## src/rtl/pipe_reg_chain.sv

```systemverilog
// Multi-stage operand pipeline register with valid tracking, flush and occupancy count.
// Optional per-stage parity when PIPE_REG_PARITY_EN is defined; DEPTH=0 is a pure bypass.
module pipe_reg_chain #(
  parameter int unsigned WIDTH = 18,
  parameter int unsigned DEPTH = 1,
  localparam int unsigned OCC_W = (DEPTH == 0) ? 1 : $clog2(DEPTH + 1)
) (
  input  logic             clk,
  input  logic             rst,
  input  logic             clk_en,
  input  logic             flush,
  input  logic [WIDTH-1:0] d,
  input  logic             vld_in,
  input  logic             par_inj,
  output logic [WIDTH-1:0] out,
  output logic             vld_out,
  output logic [OCC_W-1:0] occ,
  output logic             par_err
);

  if (DEPTH == 0) begin : g_bypass
    logic unused_ctrl;
    assign unused_ctrl = ^{clk, rst, clk_en, flush, par_inj};

    assign out     = d;
    assign vld_out = vld_in;
    assign occ     = '0;
    assign par_err = 1'b0;
  end else begin : g_pipe
    logic [WIDTH-1:0] data_q [DEPTH];
    logic [DEPTH-1:0] vld_q;
    logic [DEPTH-1:0] vld_shift;
    logic [OCC_W-1:0] occ_q;

    function automatic logic [OCC_W-1:0] popcount(input logic [DEPTH-1:0] v);
      logic [OCC_W-1:0] c;
      c = '0;
      for (int unsigned i = 0; i < DEPTH; i++) c = c + OCC_W'(v[i]);
      return c;
    endfunction

    // Valid vector as it will look after an advance, so occ updates in the same edge.
    always_comb begin
      vld_shift    = '0;
      vld_shift[0] = vld_in;
      for (int unsigned i = 1; i < DEPTH; i++) vld_shift[i] = vld_q[i-1];
    end

    always_ff @(posedge clk) begin
      if (!rst || flush) begin
        for (int unsigned i = 0; i < DEPTH; i++) data_q[i] <= '0;
        vld_q <= '0;
        occ_q <= '0;
      end else if (clk_en) begin
        data_q[0] <= d;
        for (int unsigned i = 1; i < DEPTH; i++) data_q[i] <= data_q[i-1];
        vld_q <= vld_shift;
        occ_q <= popcount(vld_shift);
      end
    end

    assign out     = data_q[DEPTH-1];
    assign vld_out = vld_q[DEPTH-1];
    assign occ     = occ_q;

`ifdef PIPE_REG_PARITY_EN
    logic [DEPTH-1:0] par_q;

    always_ff @(posedge clk) begin
      if (!rst || flush) begin
        par_q <= '0;
      end else if (clk_en) begin
        par_q[0] <= ^d ^ par_inj;
        for (int unsigned i = 1; i < DEPTH; i++) par_q[i] <= par_q[i-1];
      end
    end

    assign par_err = vld_out & (^out ^ par_q[DEPTH-1]);
`else
    logic unused_par;
    assign unused_par = par_inj;
    assign par_err    = 1'b0;
`endif
  end

endmodule
```

## config.mk

```make
export PLATFORM = sky130hd
export DESIGN_NAME = pipe_reg_chain
export DESIGN_NICKNAME = d
export VERILOG_FILES = /design/src/rtl/pipe_reg_chain.sv
export SDC_FILE = /design/constraint.sdc
export NUM_CORES = 1
export LEC_CHECK = 0
export BUFFER_PORTS_ARGS = -buffer_cell sky130_fd_sc_hd__buf_2
export CAP_MARGIN = 25
export CORE_MARGIN = 10
export CORE_UTILIZATION = 40
export CTS_CLUSTER_SIZE = 24
export DETAILED_ROUTE_END_ITERATION = 10
export PLACE_DENSITY = 0.74
export SETUP_SLACK_MARGIN = 0.15
export SYNTH_ARGS = -nofsm -noshare
export SYNTH_HDL_FRONTEND = slang
export SYNTH_SLANG_ARGS = --single-unit
```

## constraint.sdc

```tcl
create_clock -name clk -period 2.3 [get_ports clk]
set_clock_uncertainty 0.2 [all_clocks]
set_input_delay 0.23 -clock clk [delete_from_list [all_inputs] [get_ports clk]]
set_output_delay 0.23 -clock clk [all_outputs]
set_load 0.05 [all_outputs]
```

* Yosys cells after proc, flatten, opt, wreduce, memory -nomap -nowiden *
Memory sizes are Yosys's and may differ from the RTL's.
Index checks and enable logic that the tools add are counted.

storage, ports and cells
  register bits after elaboration = 1
  latch bits = 0
  RAM bits = 18
  memory bits (read-only) = 0
  bits of input ports = 24
  output and inout bits = 21
  logic and storage cells = 12
  memories = 1

operators by class
  add/sub/neg operators = 0
  multiply operators = 0
  divide/modulo/power cells = 0
  order comparisons = 0
  equal/unequal tests = 0
  shift operators = 0
  muxes and demuxes = 7
  bitwise logic cells = 0
  reductions and logical operators = 3

memory list
  name           depth  bits a word  rd ports  clocked after Yosys merged registers in  wr ports  line  source
  g_pipe.data_q  1      18           1         0                                        1         30    logic [WIDTH-1:0] data_q [DEPTH];

operator list
  kind                 count
  18-bit two-way mux   1
  18-bit OR reduction  1
  1-bit two-way mux    6
  1-bit zero test      1
  1-bit logical OR     1

* Logic depth before layout (Yosys ltp) *
Gate-level depths: netlist of run 1.

  depth in word-level cells = 6
  depth in mapped cells = 4

* Worst setup path after synthesis of run 1 *
Ideal clock, no wire load.

  path kind = in2reg
  from = in clk_en
  to = mem g_pipe.data_q[0][0], enable pin
  library setup time = 0.310 ns
  arrival time = 0.863 ns
  required time = 1.790 ns
  path slack = 0.926 ns
  stages on the path = 1
  path buffers = 0
  cells stage by stage = or3b_2

on the way
  longest elaborated chain between the ends = 5

RTL lines
  what                                         line  source
  start: declaration                           10    input logic clk_en,
  1-bit two-way mux (*)                        54    end else if (clk_en) begin
  1-bit two-way mux (*)                        50    if (!rst || flush) begin
  1-bit two-way mux (implied by the code) (*)  55    data_q[0] <= d;
  18-bit OR reduction (no source line)         --
  1-bit two-way mux (no source line) (*)       --
  end: declaration                             30

Mark *: on every way between the ends. The rest lies on a longest branch, timed or not.

* Final worst setup path of run 1 *
  from = in flush
  to = mem g_pipe.data_q[0][10], enable pin

on the way
  longest elaborated chain between the ends = 5

RTL lines
  what                                     line  source
  start: declaration                       11    input logic flush,
  1-bit logical OR (*)                     50
  1-bit two-way mux                        50
  1-bit two-way mux (implied by the code)  55
  18-bit OR reduction (no source line)     --
  1-bit two-way mux (no source line) (*)   --

Marked as above.

==> results of run 1 <==
## through the flow
step	area, um^2	power, mW	instances
3_5_place_dp	988	0.551	109
2_1_floorplan	788	0.515	46
4_1_cts	1030	0.716	115
5_1_grt	1030	0.736	115
6_report	1030	0.709	115
3_3_place_gp	988	0.549	109
## cell families after synthesis
group	count (synthesis)	share of synthesized area, %
DFF	19	71.1
other	1	0.476
muxes	1	1.27
buffers and inverters	4	5.24
and+or+nand+nor	21	21.9
## registers in the layout, indices dropped and copies added, names as in the netlist
register and cells:
occ 1, g_pipe.data_q 18
## routing by layer
layer	track usage, %	part of all wire, %
met1	7.69	37
met2	13.8	52
met3	2.96	8.4
met4	6.42	1.8
met5	0	0
## path summary, 6_finish.rpt
check	start	endpoint	slack, ns	depth (start not counted)
hold reg to reg	occ$_SDFFE_PP0P_	occ$_SDFFE_PP0P_	0.90	3
setup reg to reg	occ$_SDFFE_PP0P_	occ$_SDFFE_PP0P_	0.89	3
setup / recovery	flush	g_pipe.data_q[0][10]$_SDFFCE_PN0P_	0.51	3
hold / removal	d[1]	g_pipe.data_q[0][1]$_SDFFCE_PN0P_	0.02	2
## placed cells by master, fill, tap and decap left out
master         netlist  routed
nor3b_1              1       1
and3b_1              1       1
and2_2               8       8
clkbuf_1             0       1
or3b_2               1       1
mux2i_1              1       1
edfxtp_1            18      18
clkbuf_4             0       3
dlygate4sd3_1        0       2
dfxtp_1              1       1
conb_1               1       1
and2_4              10      10
buf_2                0      42
## report_power, final
group	switching, mW	leakage [nW]	internal (mW)	total (mW)
Combinational	0.102	0.292	0.0391	0.141
Sequential	0.00423	0.215	0.398	0.402
Clock	0.0977	0.0150	0.0674	0.165
## synth_stat cells (all sizes together)
library cell  number
and2              18
edfxtp            18
buf                4
and3b              1
conb               1
dfxtp              1
mux2i              1
nor3b              1
or3b               1
## final cells by class
cell class | count | area, um^2 | share of cell area, %
clock buffers | 4 | 26.3 | 2.54
well taps | 25 | 31.3 | 3.02
flip-flops and latches | 19 | 561 | 54.2
repair buffers | 44 | 230 | 22.2
multi-input cells | 23 | 186 | 18.0
==> summary.txt, run 1 <==
Setup path
  – CP top delay family: buffers and inverters
  – CP arrival: 1.57 ns
  – Crit path cell chain: dlygate4sd3_1 -> buf_2 -> or3b_2
  – Critical path type: in -> reg
  – Critical path's slowest cell: or3b_2
  – Critical Path Source Type: primary input
  – Buf/Inv on CP: 2
  – Crit. End Element: register
  – Slowest stage delay, CP: 0.66 ns
  – CP Data Required Time: 2.08 ns
  – Worst-path fanout max: 18

Detailed routing
  – Final ANT Viol Nets: 0
  – WL/cell: 14.3 um
  – DRC Markers: 0
  – Iter 0 DRT Violations: 5
  – Routed vias: 480
  – Vias per cell: 4.17
  – WL final: 1650 um
  – Router iterations before antenna repair: 4

Die
  – Ports: 45
  – Die width: 64.4 um
  – Core Box Area: 1800 um^2
  – Core Rows: 15
  – Initial core utilization: 43.7%
  – Die H: 64.4 um
  – Die area: 4150 um^2

Global route
  – Initial antenna violation count: 0
  – First-pass GRT wire length: 2580 um
  – Largest net degree at the start of global routing: 19
  – Gr ovfl total: 0
  – Vias in the first global route: 539
  – Total GRT Usage: 8.10%

STA
  – Fin crit period: 1.79 ns
  – RSZ-0062 raised after global routing: no
  – Pins over their slew limit: 0
  – Slew HR: 64.4%
  – Fin crit share: 77.6%
  – Final Hold Viols: 0
  – Fmax: 0.560 GHz
  – TNS Setup: 0 ns
  – Setup WS post-layout: 0.514 ns
  – Hold WS: 0.0184 ns
  – Worst-Margin Slew: 0.534 ns
  – Endpoints failing setup: 0

Synth
  – Post-synth top area share: 68.6%
  – Synth area leader: edfxtp_1
  – Cell area after synthesis: 788 um^2
  – Yosys warnings: 0
  – Post-synthesis sequential area ratio: 71.1%
  – #FFs+latches synth: 19
  – Unique masters post-synth: 12
  – Gate Count Post-Synth: 46
  – Avg Inst Size Synth: 17.1 um^2
  – Syn_nets: 70
  – Area contributors post-synth: edfxtp_1 (69%), and2_4 (11%), and2_2 (7.6%), dfxtp_1 (2.5%), buf_4 (1.9%)

Cells and area
  – Layout cells sized above 1: 71.1%
  – Fill count: 157
  – Diodes inserted: 0
  – Nets: 115
  – Core Util, Final: 57.4%
  – Area delta synth->final: 31.3%

Clocking
  – Post-CTS Hold Buffers: 2
  – Inserted Clock Buffers: 3
  – Clock latency on the worst-skew pair: 0.29 ns
  – Max H-tree Level: 1
  – Max Root-Sink Buffers: 2
  – Clk sinks: 19
  – Clk pin slew, worst setup/hold paths: 0.11 ns
  – CTS Root Cell: clkbuf_4
  – CTS tree: built
  – Post-CTS sizing: 0
  – Setup Fix Bufs, Post-CTS: 0

Placed design
  – Pre-CTS setup slack: 0.728 ns
  – RePlAce Congestion: 0.682
  – Number of port buffers: 42

Min path
  – Min-Delay Path Class: in -> reg

Status
  – Status: completed

Power
  – Power per standard cell area: 685 nW/um^2
  – Max VDD drop: 0.000320 V
  – Lkg Pwr: 0.521 nW

Flow run
  – MaxCap Viol Count: 0
Note: power is estimated with default switching activity, not from simulation.
==> run 2: changes to the inputs <==
--- a/config.mk
+++ b/config.mk
@@ -8,10 +8,10 @@
 export BUFFER_PORTS_ARGS = -buffer_cell sky130_fd_sc_hd__buf_2
 export CAP_MARGIN = 25
 export CORE_MARGIN = 10
-export CORE_UTILIZATION = 40
+export CORE_UTILIZATION = 38
 export CTS_CLUSTER_SIZE = 24
 export DETAILED_ROUTE_END_ITERATION = 10
-export PLACE_DENSITY = 0.74
+export PLACE_DENSITY = 0.73
 export SETUP_SLACK_MARGIN = 0.15
 export SYNTH_ARGS = -nofsm -noshare
 export SYNTH_HDL_FRONTEND = slang
==> constraint.sdc (replaced) <==
create_clock -name clk -period 1.6 [get_ports clk]
set_clock_uncertainty 0.2 [all_clocks]
set_input_delay 0.16 -clock clk [delete_from_list [all_inputs] [get_ports clk]]
set_output_delay 0.16 -clock clk [all_outputs]
set_load 0.05 [all_outputs]
==> run 2 against run 1 <==
Non-clock buffer count up 19. Core utilization rose by 5.1 points. Via count is 19% higher. Setup slack got worse by 0.20 ns. Clock power is 39% higher. Highest routed layer unchanged.
==> summary.txt, run 2 (synthesized netlist as in run 1, its figures left out) <==
Status
  – Status: completed

Global route
  – Initial antenna violation count: 0
  – Largest net degree at the start of global routing: 19
  – Met1 Usage GRT: 8.59%
  – Global-route met2 utilization: 16.0%
  – First-pass GRT wire length: 2990 um
  – Gr ovfl total: 0
  – Vias in the first global route: 642
  – Met3 Track Usage GR: 4.07%
  – Total GRT Usage: 9.04%
  – GRT busiest layer: met2

STA
  – RSZ-0062 raised after global routing: no
  – Final Hold Viols: 0
  – Pins over their slew limit: 0
  – TNS Setup: 0 ns
  – Slew HR: 61.5%
  – Fmax: 0.780 GHz
  – Worst-Margin Slew: 0.578 ns
  – Fin crit period: 1.28 ns
  – Endpoints failing setup: 0
  – Fin crit share: 80.1%

Setup path
  – Worst-path fanout max: 3
  – Slowest stage delay, CP: 0.36 ns
  – Crit path cell chain: buf_2
  – CP top delay family: flip-flops
  – Critical path's slowest cell: dfxtp_1
  – Critical path type: reg -> out
  – CP arrival: 0.92 ns
  – Crit. End Element: output pin
  – CP Data Required Time: 1.24 ns
  – Buf/Inv on CP: 1
  – Critical Path Source Type: register

Clocking
  – Clock latency on the worst-skew pair: 0.29 ns
  – Inserted Clock Buffers: 3
  – Setup Fix Bufs, Post-CTS: 0
  – Clk sinks: 19
  – Clk pin slew, worst setup/hold paths: 0.10 ns
  – Max H-tree Level: 1
  – CTS Root Cell: clkbuf_4
  – CTS tree: built
  – Post-CTS sizing: 0
  – Max Root-Sink Buffers: 2

Die
  – Die width: 65.5 um
  – Die H: 65.5 um
  – Core Box Area: 1960 um^2
  – Initial core utilization: 40.2%
  – Ports: 45
  – Core Rows: 16
  – Die area: 4300 um^2

Cells and area
  – Layout cells sized above 1: 58.7%
  – Commonest cells after routing, fill and taps aside: buf_2 (42), dlygate4sd3_1 (21), edfxtp_1 (18)
  – Nets: 134
  – Max FFs per register: 18
  – Commonest non-fill, non-tap cell in the layout: buf_2
  – Area delta synth->final: 55.7%
  – Largest Register: g_pipe.data_q
  – Fill count: 170
  – Diodes inserted: 0
  – Non-filler instance count after layout: 136

Placed design
  – Placed Cells: 111
  – Number of port buffers: 42
  – RePlAce Congestion: 0.706

Detailed routing
  – Iter 0 DRT Violations: 11
  – WL final: 1900 um
  – Vias per cell: 4.21
  – Final ANT Viol Nets: 0
  – Routed vias: 572
  – WL/cell: 13.9 um
  – DRC Markers: 0
  – Router iterations before antenna repair: 4

Power
  – Lkg Pwr: 0.598 nW
  – Power per standard cell area: 855 nW/um^2
  – Max VDD drop: 0.000476 V

Min path
  – Min-Delay Path Class: in -> reg

Flow run
  – MaxCap Viol Count: 0
run 2: final cells by class:
type	instances	area (um^2)	area share, %
Sequential cell	19	561	45.7
Timing Repair Buffer	63	420	34.3
Multi-Input combinational cell	23	186	15.2
Tap cell	27	33.8	2.75
Clock buffer	4	26.3	2.14
run 2: worst paths after layout:
path                            slack (ns)  cells after the start              from          endpoint
worst max-delay path                  0.32                      1  occ$_SDFFE_PP0P_               occ
worst min register to register        0.35                      2  occ$_SDFFE_PP0P_  occ$_SDFFE_PP0P_
worst min-delay path                  0.02                      3            clk_en  occ$_SDFFE_PP0P_
worst max register to register        0.74                      2  occ$_SDFFE_PP0P_  occ$_SDFFE_PP0P_
run 2: per-stage QoR:
step | power [mW] | hold WS, ns | worst slack (ns) | area [um^2] | utilization, %
after floorplan | 0.740 | 0.0361 | 0.296 | 788 | -
after global routing | 1.10 | 0.0425 | 0.240 | 1230 | 62.6
final | 1.05 | 0.0169 | 0.319 | 1230 | 62.6
after CTS | 1.06 | 0.0104 | 0.303 | 1230 | 62.6
after global placement | 0.789 | 0.143 | 0.111 | 991 | 50.5
after detailed placement | 0.793 | 0.151 | 0.0960 | 991 | 50.5
run 2: what timing repair did:
action / in CTS / in global routing
hold buffers: 21 / 0
setup endpoints to repair: 0 / 0
hold endpoints to repair: 19 / 0
run 2: layer usage:
layer,part of all wire [%],vias to the layer above
li1,-,281
met1,38,265
met2,54,24
met3,7.4,2
met4,0.47,0
met5,0,-
run 2: power by group:
group / switching [mW] / leakage (nW) / total [mW] / internal (mW)
clock: 0.133 / 0.0150 / 0.230 / 0.0967
combinational: 0.154 / 0.368 / 0.240 / 0.0870
sequential: 0.00708 / 0.215 / 0.579 / 0.572
==> run 3: changes to the inputs <==
==> constraint.sdc (replaced) <==
create_clock -name clk -period 1.15 [get_ports clk]
set_clock_uncertainty 0.2 [all_clocks]
set_input_delay 0.115 -clock clk [delete_from_list [all_inputs] [get_ports clk]]
set_output_delay 0.115 -clock clk [all_outputs]
set_load 0.05 [all_outputs]
==> run 3 against run 2 <==
The flow now finishes with violations (negative hold slack, negative setup slack). Core utilization fell by 0.96 points. Largest cell class unchanged. Largest power group unchanged. Highest routed layer unchanged. Final area fell by 1.5%. Final cell count fell by 11%.
==> summary.txt, run 3 (synthesized netlist as in run 1, its figures left out) <==
Status
  – Status: finished, violations left
  – Failing checks: negative hold slack, negative setup slack

Power
  – Lkg Pwr: 0.564 nW
  – Combinational share of power: 23.3%
  – Internal power: 1.07 mW
  – Sw Share: 28.3%
  – Power per standard cell area: 1230 nW/um^2
  – Max VDD drop: 0.000644 V
  – Total power after layout: 1.49 mW
  – Power share of the clock group: 22.0%
  – Sw power: 422 uW
  – Sequential share of power: 54.7%

Cells and area
  – Area delta synth->final: 53.3%
  – Diodes inserted: 0
  – Layout cells sized above 1: 72.3%
  – Non-filler instance count after layout: 121
  – Core Util, Final: 61.6%
  – Commonest cells after routing, fill and taps aside: buf_2 (22), edfxtp_1 (18), buf_6 (18)
  – Largest Register: g_pipe.data_q
  – Max FFs per register: 18
  – Nets: 119
  – Final Instance Area: 1210 um^2
  – Commonest non-fill, non-tap cell in the layout: buf_2

Clocking
  – Inserted Clock Buffers: 3
  – Max Root-Sink Buffers: 2
  – Clk pin slew, worst setup/hold paths: 0.10 ns
  – Clock latency on the worst-skew pair: 0.29 ns
  – Max H-tree Level: 1
  – Post-CTS Hold Buffers: 3
  – CTS Root Cell: clkbuf_4
  – Clk sinks: 19
  – CTS tree: built

Detailed routing
  – Iter 0 DRT Violations: 12
  – WL/cell: 15.4 um
  – WL final: 1860 um
  – Router iterations before antenna repair: 4
  – DRC Markers: 0
  – Vias per cell: 4.33
  – Final ANT Viol Nets: 0
  – Routed vias: 524

Min path
  – Min-Delay Path Class: in -> reg

Global route
  – Total GRT Usage: 8.95%
  – Vias in the first global route: 618
  – Largest net degree at the start of global routing: 19
  – First-pass GRT wire length: 2910 um
  – Gr ovfl total: 0
  – Initial antenna violation count: 0

STA
  – Hold WS: -0.0902 ns
  – Fin crit period: 1.19 ns
  – RSZ-0062 raised after global routing: yes
  – TNS Setup: -0.324 ns
  – Pins over their slew limit: 0
  – Setup WS post-layout: -0.0380 ns
  – Final Hold Viols: 18
  – Fin crit share: 103%
  – Endpoints failing setup: 18
  – Fmax: 0.842 GHz

Die
  – Core Rows: 16
  – Die H: 65.5 um
  – Ports: 45
  – Die width: 65.5 um
  – Initial core utilization: 40.2%
  – Die area: 4300 um^2
  – Core Box Area: 1960 um^2

Setup path
  – CP Data Required Time: 0.83 ns
  – CP top delay family: flip-flops
  – Crit. End Element: output pin
  – Slowest stage delay, CP: 0.41 ns
  – Critical path's slowest cell: edfxtp_1
  – Buf/Inv on CP: 1
  – Critical Path Source Type: register
  – CP arrival: 0.87 ns
  – Crit path cell chain: buf_6
  – Critical path type: reg -> out
  – Worst-path fanout max: 1

Placed design
  – Pre-CTS setup slack: -0.0934 ns
  – RePlAce Congestion: 0.665
  – Number of port buffers: 42
  – Placed inst area: 1020 um^2
  – Placed Cells: 114
  – DPL Wire Length: 1340 um

Flow run
  – MaxCap Viol Count: 0
==> run 3: area by class of cell <==
cell class / instances / area (um^2)
Fill cell: 170 / 753
Sequential cell: 19 / 564
Timing Repair Buffer: 48 / 395
Multi-Input combinational cell: 23 / 189
Tap cell: 27 / 33.8
Clock buffer: 4 / 26.3
==> run 3: layer usage <==
layer	vias to the layer above	routed length, um	GRT usage [%]	part of all wire (%)
met3	4	175	3.22	9.4
li1	251	-	-	-
met1	243	644	7.36	35
met5	-	0	0	0
met2	26	997	16.7	53
met4	0	47	7.22	2.5
==> run 3: repair_timing <==
action	in CTS	in global routing
gates cloned	0	0
resized for setup	42	0
hold endpoints to repair	19	18
setup endpoints to repair	20	20
buffers inserted	0	0
==> run 3: power groups by stage <==
stage,clock [mW],sequential (mW),combinational (mW)
global route,0.360,0.821,0.363
detailed placement,0,0.820,0.289
finish,0.329,0.816,0.347
CTS,0.337,0.816,0.348
global placement,0,0.818,0.286
floorplan,0,0.970,0.0581
==> run 3: path summary, 6_finish.rpt <==
| check | start | end | slack (ns) | cells after the start |
|---|---|---|---|---|
| setup / recovery | g_pipe.data_q[0][16]$_SDFFCE_PN0P_ | out[16] | -0.04 | 1 |
| hold / removal | d[2] | g_pipe.data_q[0][2]$_SDFFCE_PN0P_ | -0.09 | 2 |
| setup reg to reg | occ$_SDFFE_PP0P_ | occ$_SDFFE_PP0P_ | 0.27 | 2 |
| hold reg to reg | occ$_SDFFE_PP0P_ | occ$_SDFFE_PP0P_ | 0.39 | 2 |
